[config.mk]
export PLATFORM = sky130hd
export DESIGN_NAME = sig_ctrl_arb
export DESIGN_NICKNAME = d
export VERILOG_FILES = /design/src/rtl/sig_ctrl_arb.sv
export SDC_FILE = /design/constraint.sdc
export NUM_CORES = 1
export LEC_CHECK = 0
export CAP_MARGIN = 20
export CORE_MARGIN = 2
export CORE_UTILIZATION = 35
export CTS_CLUSTER_SIZE = 8
export DETAILED_ROUTE_END_ITERATION = 8
export HOLD_SLACK_MARGIN = 0.03
export PLACE_DENSITY = 0.58
export SETUP_SLACK_MARGIN = 0.4
export SLEW_MARGIN = 10
export SYNTH_ARGS = -nofsm -noshare
export SYNTH_HDL_FRONTEND = slang
export SYNTH_SLANG_ARGS = --single-unit
[constraint.sdc]
create_clock -name clk -period 7.6 [get_ports clk]
set_clock_uncertainty 0.15 [all_clocks]
set_input_delay 1.52 -clock clk [delete_from_list [all_inputs] [get_ports clk]]
set_output_delay 1.52 -clock clk [all_outputs]
set_load 0.03 [all_outputs]
[src/rtl/sig_ctrl_arb.sv]
// Purpose: arbitrate N asynchronous request edges onto one shared control pulse, with round-robin fairness.
// Latency: the pulse rises 3 edges after the request is first sampled (2 sync + 1 history), when the arbiter is idle.
// Backpressure: none; a request is held as a pending flag, and a repeat edge on an already pending flag is counted in drop_cnt.
module sig_ctrl_arb #(
  parameter int N         = 4,
  parameter int PULSE_LEN = 4,
  parameter int GAP_LEN   = 2
) (
  input  logic                 clk,
  input  logic                 rst_n,
  input  logic [N-1:0]         sig_in,
  output logic                 sig_ctrl,
  output logic [$clog2(N)-1:0] grant_id,
  output logic                 busy,
  output logic [N-1:0]         pend,
  output logic [7:0]           drop_cnt
);

  localparam int GW     = $clog2(N);
  localparam int MAXLEN = (PULSE_LEN > GAP_LEN) ? PULSE_LEN : GAP_LEN;
  // The counter runs 0..LEN-1, so clog2(MAXLEN) bits are enough.
  localparam int CW     = (MAXLEN > 1) ? $clog2(MAXLEN) : 1;

  typedef enum logic [1:0] {S_IDLE, S_PULSE, S_GAP} state_t;

  state_t          state_q, state_d;
  logic [CW-1:0]   cnt_q, cnt_d;
  logic [GW-1:0]   grant_q, grant_d;
  logic [GW-1:0]   last_q, last_d;
  logic [N-1:0]    sync1_q, sync1_d;
  logic [N-1:0]    sync2_q, sync2_d;
  logic [N-1:0]    hist_q, hist_d;
  logic [N-1:0]    pend_q, pend_d;
  logic [7:0]      drop_q, drop_d;
  logic            sig_ctrl_q, sig_ctrl_d;
  logic            busy_q, busy_d;

  logic [N-1:0]    edge_evt;
  logic [N-1:0]    clr;
  logic [N-1:0]    drops;
  logic [GW-1:0]   win;
  logic            found;
  logic [8:0]      drop_sum;

  // Two-flop synchronizer plus a history flop; an event is a new high on the synchronized line.
  always_comb begin
    sync1_d  = sig_in;
    sync2_d  = sync1_q;
    hist_d   = sync2_q;
    edge_evt = sync2_q & ~hist_q;
  end

  // Round-robin pick: search upward from the slot after the last grant, wrapping around.
  always_comb begin
    found = 1'b0;
    win   = '0;
    for (int off = 1; off <= N; off++) begin
      if (!found && pend_q[(int'(last_q) + off) % N]) begin
        found = 1'b1;
        win   = GW'((int'(last_q) + off) % N);
      end
    end
  end

  // Next-state logic: grant in the first idle cycle, then time the pulse and the gap.
  always_comb begin
    state_d = state_q;
    cnt_d   = cnt_q;
    grant_d = grant_q;
    last_d  = last_q;
    clr     = '0;
    case (state_q)
      S_IDLE: begin
        if (found) begin
          grant_d = win;
          last_d  = win;
          clr     = {{(N-1){1'b0}}, 1'b1} << win;
          cnt_d   = '0;
          state_d = S_PULSE;
        end
      end
      S_PULSE: begin
        if (cnt_q == CW'(PULSE_LEN - 1)) begin
          cnt_d   = '0;
          state_d = S_GAP;
        end else begin
          cnt_d = cnt_q + 1'b1;
        end
      end
      S_GAP: begin
        if (cnt_q == CW'(GAP_LEN - 1)) begin
          cnt_d   = '0;
          state_d = S_IDLE;
        end else begin
          cnt_d = cnt_q + 1'b1;
        end
      end
      default: begin
        cnt_d   = '0;
        state_d = S_IDLE;
      end
    endcase
  end

  // Pending flags and drop counter; an edge landing on the flag being granted re-arms it without a drop.
  always_comb begin
    drops    = edge_evt & pend_q & ~clr;
    pend_d   = (pend_q & ~clr) | edge_evt;
    drop_sum = {1'b0, drop_q};
    for (int i = 0; i < N; i++) begin
      drop_sum = drop_sum + {8'd0, drops[i]};
    end
    drop_d = drop_sum[8] ? 8'hFF : drop_sum[7:0];
  end

  // Output decode from the next state, so that the registered outputs line up with the state register.
  always_comb begin
    sig_ctrl_d = (state_d == S_PULSE);
    busy_d     = (state_d != S_IDLE);
  end

  // FSM state, counter and registered outputs.
  always_ff @(posedge clk or negedge rst_n) begin
    if (!rst_n) begin
      state_q    <= S_IDLE;
      cnt_q      <= '0;
      grant_q    <= '0;
      last_q     <= GW'(N - 1);
      sig_ctrl_q <= 1'b0;
      busy_q     <= 1'b0;
    end else begin
      state_q    <= state_d;
      cnt_q      <= cnt_d;
      grant_q    <= grant_d;
      last_q     <= last_d;
      sig_ctrl_q <= sig_ctrl_d;
      busy_q     <= busy_d;
    end
  end

  // Synchronizer, pending flags and drop counter.
  always_ff @(posedge clk or negedge rst_n) begin
    if (!rst_n) begin
      sync1_q <= '0;
      sync2_q <= '0;
      hist_q  <= '0;
      pend_q  <= '0;
      drop_q  <= '0;
    end else begin
      sync1_q <= sync1_d;
      sync2_q <= sync2_d;
      hist_q  <= hist_d;
      pend_q  <= pend_d;
      drop_q  <= drop_d;
    end
  end

  assign sig_ctrl = sig_ctrl_q;
  assign grant_id = grant_q;
  assign busy     = busy_q;
  assign pend     = pend_q;
  assign drop_cnt = drop_q;

endmodule
Yosys cells after proc, flatten, opt, wreduce, memory -nomap -nowiden:

Cells that the tools add are included.

* register bits: 34
* latch bits: 0
* memory bits (writable): 0
* memory bits (read-only): 0
* bits of input ports: 6
* output and inout bits: 16
* logic and storage cells: 86
* memories kept: 0

* add/subtract/negate cells: 9
* multiply operators: 0
* div/mod/pow operators: 0
* magnitude comparators: 4
* eq/ne operators: 6
* shift-type cells: 1
* mux-type cells: 31
* bitwise operators: 11
* reduce and logical (&&, ||, !) cells: 13

Operators by type and width (number)
* $add A9 B1 Y9: 3
* $mux W2: 10
* $and A4 B4 Y4: 4
* $lt A3 B4 Y1 const B: 4
* $mux W1: 12
* $pmux W2 S3: 2
* $add A8 B1 Y9: 1
* $bmux W1 S2: 4
* $mux W4: 2
* $mux W8: 1
* $not A4 Y4: 2
* $reduce_or A2 Y1: 4
* $add A2 B1 Y2 const B: 3
* $eq A2 B1 Y1 const B: 3
* $add A2 B2 Y2 const B: 2
* $and A1 B1 Y1 const A: 4
* $eq A2 B2 Y1 const B: 2
* $or A4 B4 Y4: 1
* $shl A1 B2 Y4 const A: 1
* $logic_and A1 B1 Y1: 3
* $logic_not A1 Y1: 3
* $logic_not A2 Y1: 1
* $ne A2 B2 Y1 const B: 1
* $reduce_and A2 Y1: 1
* $reduce_bool A2 Y1: 1

Longest topological paths before layout:

* word-level depth: 26
* mapped depth: 13
* mapped depth without buffers: 13

Least setup slack after synthesis:

OpenSTA, ideal clock, no wires.

* path kind: reg-to-reg
* start: reg pend_q[3] (netlist: pend[3])
* end: reg drop_q[6] (netlist: drop_cnt[6])
* library setup time: 0.125 ns
* arrival time: 3.146 ns
* required time: 7.325 ns
* setup slack: 4.179 ns
* stages on the path, launching flop included: 14
* path buffers: 1
* clock period less this slack: 3.421 ns
* path through: dfrtp_1 > buf_2 > and2_1 > o22a_1 > a21o_1 > o211ai_1 > fa_1 > fa_1 > inv_1 > fa_1 > and3_1 > nand3_1 > nor3_1 > a21oi_1

* longest elaborated chain between the ends: 23
* elaborated cells on any way between the ends: 37
* those cells by class: add/sub (4); shift (1); mux (23); bitwise (3); reduce/logical (6)

RTL lines
* start, declared: line 33 `logic [N-1:0] pend_q, pend_d;`
* start signal, assigned: line 153 `pend_q <= pend_d;`
* $bmux W1 S2: line 58 `if (!found && pend_q[(int'(last_q) + off) % N]) begin`
* $mux W1 (implied by the code) (2 in series): line 58
* $mux W1: line 58
* $logic_not A1 Y1: line 58
* $logic_and A1 B1 Y1: line 58
* $mux W1: line 58
* $logic_not A1 Y1: line 58
* $logic_and A1 B1 Y1: line 58
* (+6 left out)
* $mux W4: line 72 `case (state_q)`
* $not A4 Y4: line 107 `drops = edge_evt & pend_q & ~clr;`
* $and A4 B4 Y4 *: line 107
* $add A8 B1 Y9: line 111 `drop_sum = drop_sum + {8'd0, drops[i]};`
* $add A9 B1 Y9 (2 in series): line 111
* $add A9 B1 Y9 *: line 111
* $mux W8 *: line 113 `drop_d = drop_sum[8] ? 8'hFF : drop_sum[7:0];`
* net drop_d[6]: line 34 `logic [7:0] drop_q, drop_d;`
* end signal, assigned: line 154 `drop_q <= drop_d;`
* end, declared: line 34

Mark *: on every way through the listed nets, which the timed path passes. The rest lies on a longest branch. The select of a mux whose other input is x is not followed.
A chain may end at the register's enable or synchronous reset.

Final worst setup path:

* start: reg pend_q[1] (netlist: pend[1])
* end: reg drop_q[6] (netlist: drop_cnt[6])

The elaborated chain is that of the path after synthesis.

==> flow_metrics.env <==
export IMPL_worstMarginPinSlew_ns=0.434
export IMPL_ys_warn_count=0
export IMPL_fmaxAchievable_mhz=283
export IMPL_grt_max_degree=35
export IMPL_outcome="complete, no violations"
export IMPL_synth_xor_area_share_pct=1.07
export IMPL_hp_start="sync1_q[2]"
export IMPL_critical_path_depth=12
export IMPL_worstPathRequired_ns=7.62
export IMPL_fin_crit_sh_pct=46.4
export IMPL_start_kind="flop"
export IMPL_final_cell_mix="32 x dfrtp_1, 21 x clkdlybuf4s50_1, 14 x nand2_1"
export IMPL_dieArea_sq_um=5250
export IMPL_use_met2_pct=22.0
export IMPL_worstRegToRegCells=12
export IMPL_vdd_drop_max_uv=218
export IMPL_cts_setup_buffers=0
export IMPL_rows=24
export IMPL_crit_fanout=8
export IMPL_grt_overflow_total=0
export IMPL_critical_path_class="reg -> reg"
export IMPL_grt_pass1_wl_mm=5.40
export IMPL_clk_latency_ns=0.29
export IMPL_drt_iter0_drc=63
export IMPL_cap_violations=0
export IMPL_die_x_um=72.5
export IMPL_postSynthAreaPerCell_sq_um=10.9
export IMPL_synth_fa_ha_area_share_pct=9.76
export IMPL_hold_ws_ns=0.201
export IMPL_cpPeakStageDelay_ns=0.51
export IMPL_path_common_cell="fa_1"
export IMPL_slew_headroom_pct=71.0
export IMPL_antenna_found_initial=0
export IMPL_wl_per_cell_um=13.3
export IMPL_layout_commonest_cell="dfrtp_1"
export IMPL_synth_mux_area_share_pct=1.91
export IMPL_syn_num_nets=168
export IMPL_multiInputGateArea_sq_um=743
export IMPL_setup_viol=0
export IMPL_synth_top_family_by_area="simple AND/OR/NAND/NOR gates"
export IMPL_syn_inst=151
export IMPL_arrival_ns=3.55
export IMPL_postRouteAntennaNets=0
export IMPL_crit_buf_inv=1
export IMPL_ys_types=38
export IMPL_leakage_nw=0.880
export IMPL_rsz0062_at_grt="no"
export IMPL_grt_busiest_layer="met2"
export IMPL_dp_slack_ns=4.08
export IMPL_numCtsBuffers=5
export IMPL_worstSetupEndpointType="flop"
export IMPL_layout_nets=195
export IMPL_tns_ns=0
export IMPL_start_util_pct=36.9
export IMPL_io_buffers=21
export IMPL_drcViolationCount=0
export IMPL_vias=1176
export IMPL_drive_above_1_share_pct=10.6
export IMPL_register_area_sq_um=853
export IMPL_post_route_min_period_ns=3.53
export IMPL_cts_sinks=34
export IMPL_ys_ff_latch=34
export IMPL_hold_class="reg -> reg"
export IMPL_final_hold_viol_count=0
export IMPL_core_area_sq_um=4440
export IMPL_vias_per_cell=5.09
export IMPL_antenna_cells=0
export IMPL_drv_slew=0
export IMPL_nFillCells=430
export IMPL_holdBufCountCts=0
export IMPL_synth_area_sq_um=1640
export IMPL_pin_count=22
export IMPL_post_route_util_pct=46.1
export IMPL_grtUsageTotal_pct=13.6
export IMPL_cts_htree_levels=2
export IMPL_grtUsageMet3_pct=4.17
export IMPL_synthToLayoutAreaGrowth_pct=25.0
export IMPL_cts_resized=0
export IMPL_worstPathCellList="nor4_4, nand2b_4, a21o_1, o211ai_1, fa_1, fa_1, inv_1, fa_1, and3_1, nand3_1, nor3_1, a21oi_1"
export IMPL_p_per_area_nw_per_um2=454
export IMPL_synth_compound_area_share_pct=15.1
export IMPL_first_global_vias=1201
export IMPL_yosysSeqAreaShare_pct=52.0
export IMPL_use_met1_pct=16.4
export IMPL_clockBufferDepth=2
export IMPL_cts_tree="built"
export IMPL_whs_path_depth=0
export IMPL_wirelength_mm=3.08
export IMPL_r2r_start="pend[1]"
export IMPL_path_delay_family="adder cells"
export IMPL_gp_congestion=0.843
export IMPL_cp_slowest_cell="fa_1"
export IMPL_yosys_area_share_simple_pct=17.5
export IMPL_die_y_um=72.5
export IMPL_clk_pin_slew_ns=0.07
export IMPL_cts_root_buf="clkbuf_8"
export IMPL_first_pass_iters=4
export IMPL_crit_start="pend[1]"
export IMPL_setup_ws_ns=4.07
export IMPL_hpwl_mm=2.16
## cell usage after synthesis
| cell | n | share of area (%) |
|---|---|---|
| inv_1 | 9 | 2.1 |
| nand2_2 | 1 | 0.38 |
| a21o_1 | 1 | 0.46 |
| dfstp_2 | 2 | 3.2 |
| and2_1 | 1 | 0.38 |
| fa_1 | 3 | 3.7 |
| a21oi_1 | 12 | 3.7 |
| xor2_1 | 1 | 0.53 |
| a21oi_2 | 1 | 0.53 |
| o21a_1 | 1 | 0.46 |
| mux2_2 | 1 | 0.69 |
| mux2i_1 | 2 | 1.2 |
| nand3_1 | 4 | 1.2 |
| o21ai_0 | 3 | 0.92 |
| dfrtp_1 | 32 | 49 |
| o21ba_2 | 1 | 0.61 |
| nand2b_1 | 5 | 1.9 |
| o2111ai_1 | 1 | 0.53 |
| nor2_1 | 10 | 2.3 |
| a211oi_1 | 2 | 0.92 |
| nor4_4 | 1 | 1.3 |
| buf_2 | 2 | 0.61 |
| a31oi_2 | 1 | 0.76 |
| o221ai_1 | 1 | 0.53 |
| o211ai_1 | 5 | 2.3 |
| o21ai_1 | 3 | 0.92 |
| nor3_1 | 3 | 0.92 |
| o31ai_1 | 1 | 0.46 |
| and2b_1 | 1 | 0.46 |
| and3_1 | 2 | 0.76 |
| nand2_1 | 14 | 3.2 |
| nor2b_1 | 10 | 3.8 |
| xnor2_1 | 1 | 0.53 |
| o22a_1 | 2 | 1.1 |
| nand2b_4 | 1 | 0.84 |
| a31o_2 | 1 | 0.53 |
| ha_1 | 8 | 6.1 |
| a21boi_1 | 1 | 0.46 |
## worst paths after layout
kind,endpoint,slack [ns]
min in group asynchronous,busy,1.50
hold reg to reg,hist_d[2],0.20
max in group asynchronous,last_q[0],5.47
setup reg to reg,drop_cnt[6],4.07
hold / removal,hist_d[2],0.20
setup / recovery,drop_cnt[6],4.07
## metrics by stage
stage | instances | instance area, sq um | power (W)
final | 231 | 2050 | 0.000931
after global routing | 231 | 2050 | 0.00100
after CTS | 231 | 2050 | 0.000943
after detailed placement | 223 | 1910 | 0.000736
after global placement | 223 | 1910 | 0.000728
after floorplan | 151 | 1640 | 0.000597
## cell families (layout without fill, tap and decap cells)
group / count (synthesis) / in the layout
DFF: 34 / 34
muxes: 3 / 3
buffers and inverters: 11 / 39
AOI/OAI and AO/OA: 37 / 37
xor gates and xnor gates: 2 / 2
adders and majority gates: 11 / 11
and+or+nand+nor: 53 / 53
## report_power, final
| group | internal, W | total [W] | switching (W) |
|---|---|---|---|
| Combinational | 0.000183 | 0.000422 | 0.000239 |
| Sequential | 0.000242 | 0.000309 | 0.0000670 |
| Clock | 0.000131 | 0.000200 | 0.0000685 |
## state kept, by name, indices dropped and copies added (netlist names)
| name | cells |
|---|---|
| hist_q | 4 |
| hist_d | 4 |
| sync1_q | 4 |
| state_q | 2 |
| busy | 1 |
| drop_cnt | 8 |
| grant_id | 2 |
| pend | 4 |
| last_q | 2 |
| cnt_q | 2 |
| sig_ctrl | 1 |
## routing by layer
| layer | vias to the layer above | share of wire, % |
|---|---|---|
| met1 | 579 | 47 |
| li1 | 569 | - |
| met2 | 20 | 47 |
| met4 | 0 | 2.8 |
| met3 | 8 | 3.2 |
| met5 | - | 0 |
## layout make-up
type / instances / area share, %
Clock inverter: 3 / 3.36
Inverter: 9 / 1.65
Timing Repair Buffer: 22 / 10.6
Tap cell: 52 / 3.17
Sequential cell: 34 / 41.6
Multi-Input combinational cell: 106 / 36.2
Clock buffer: 5 / 3.36
Power figures use the tool's default switching activity.
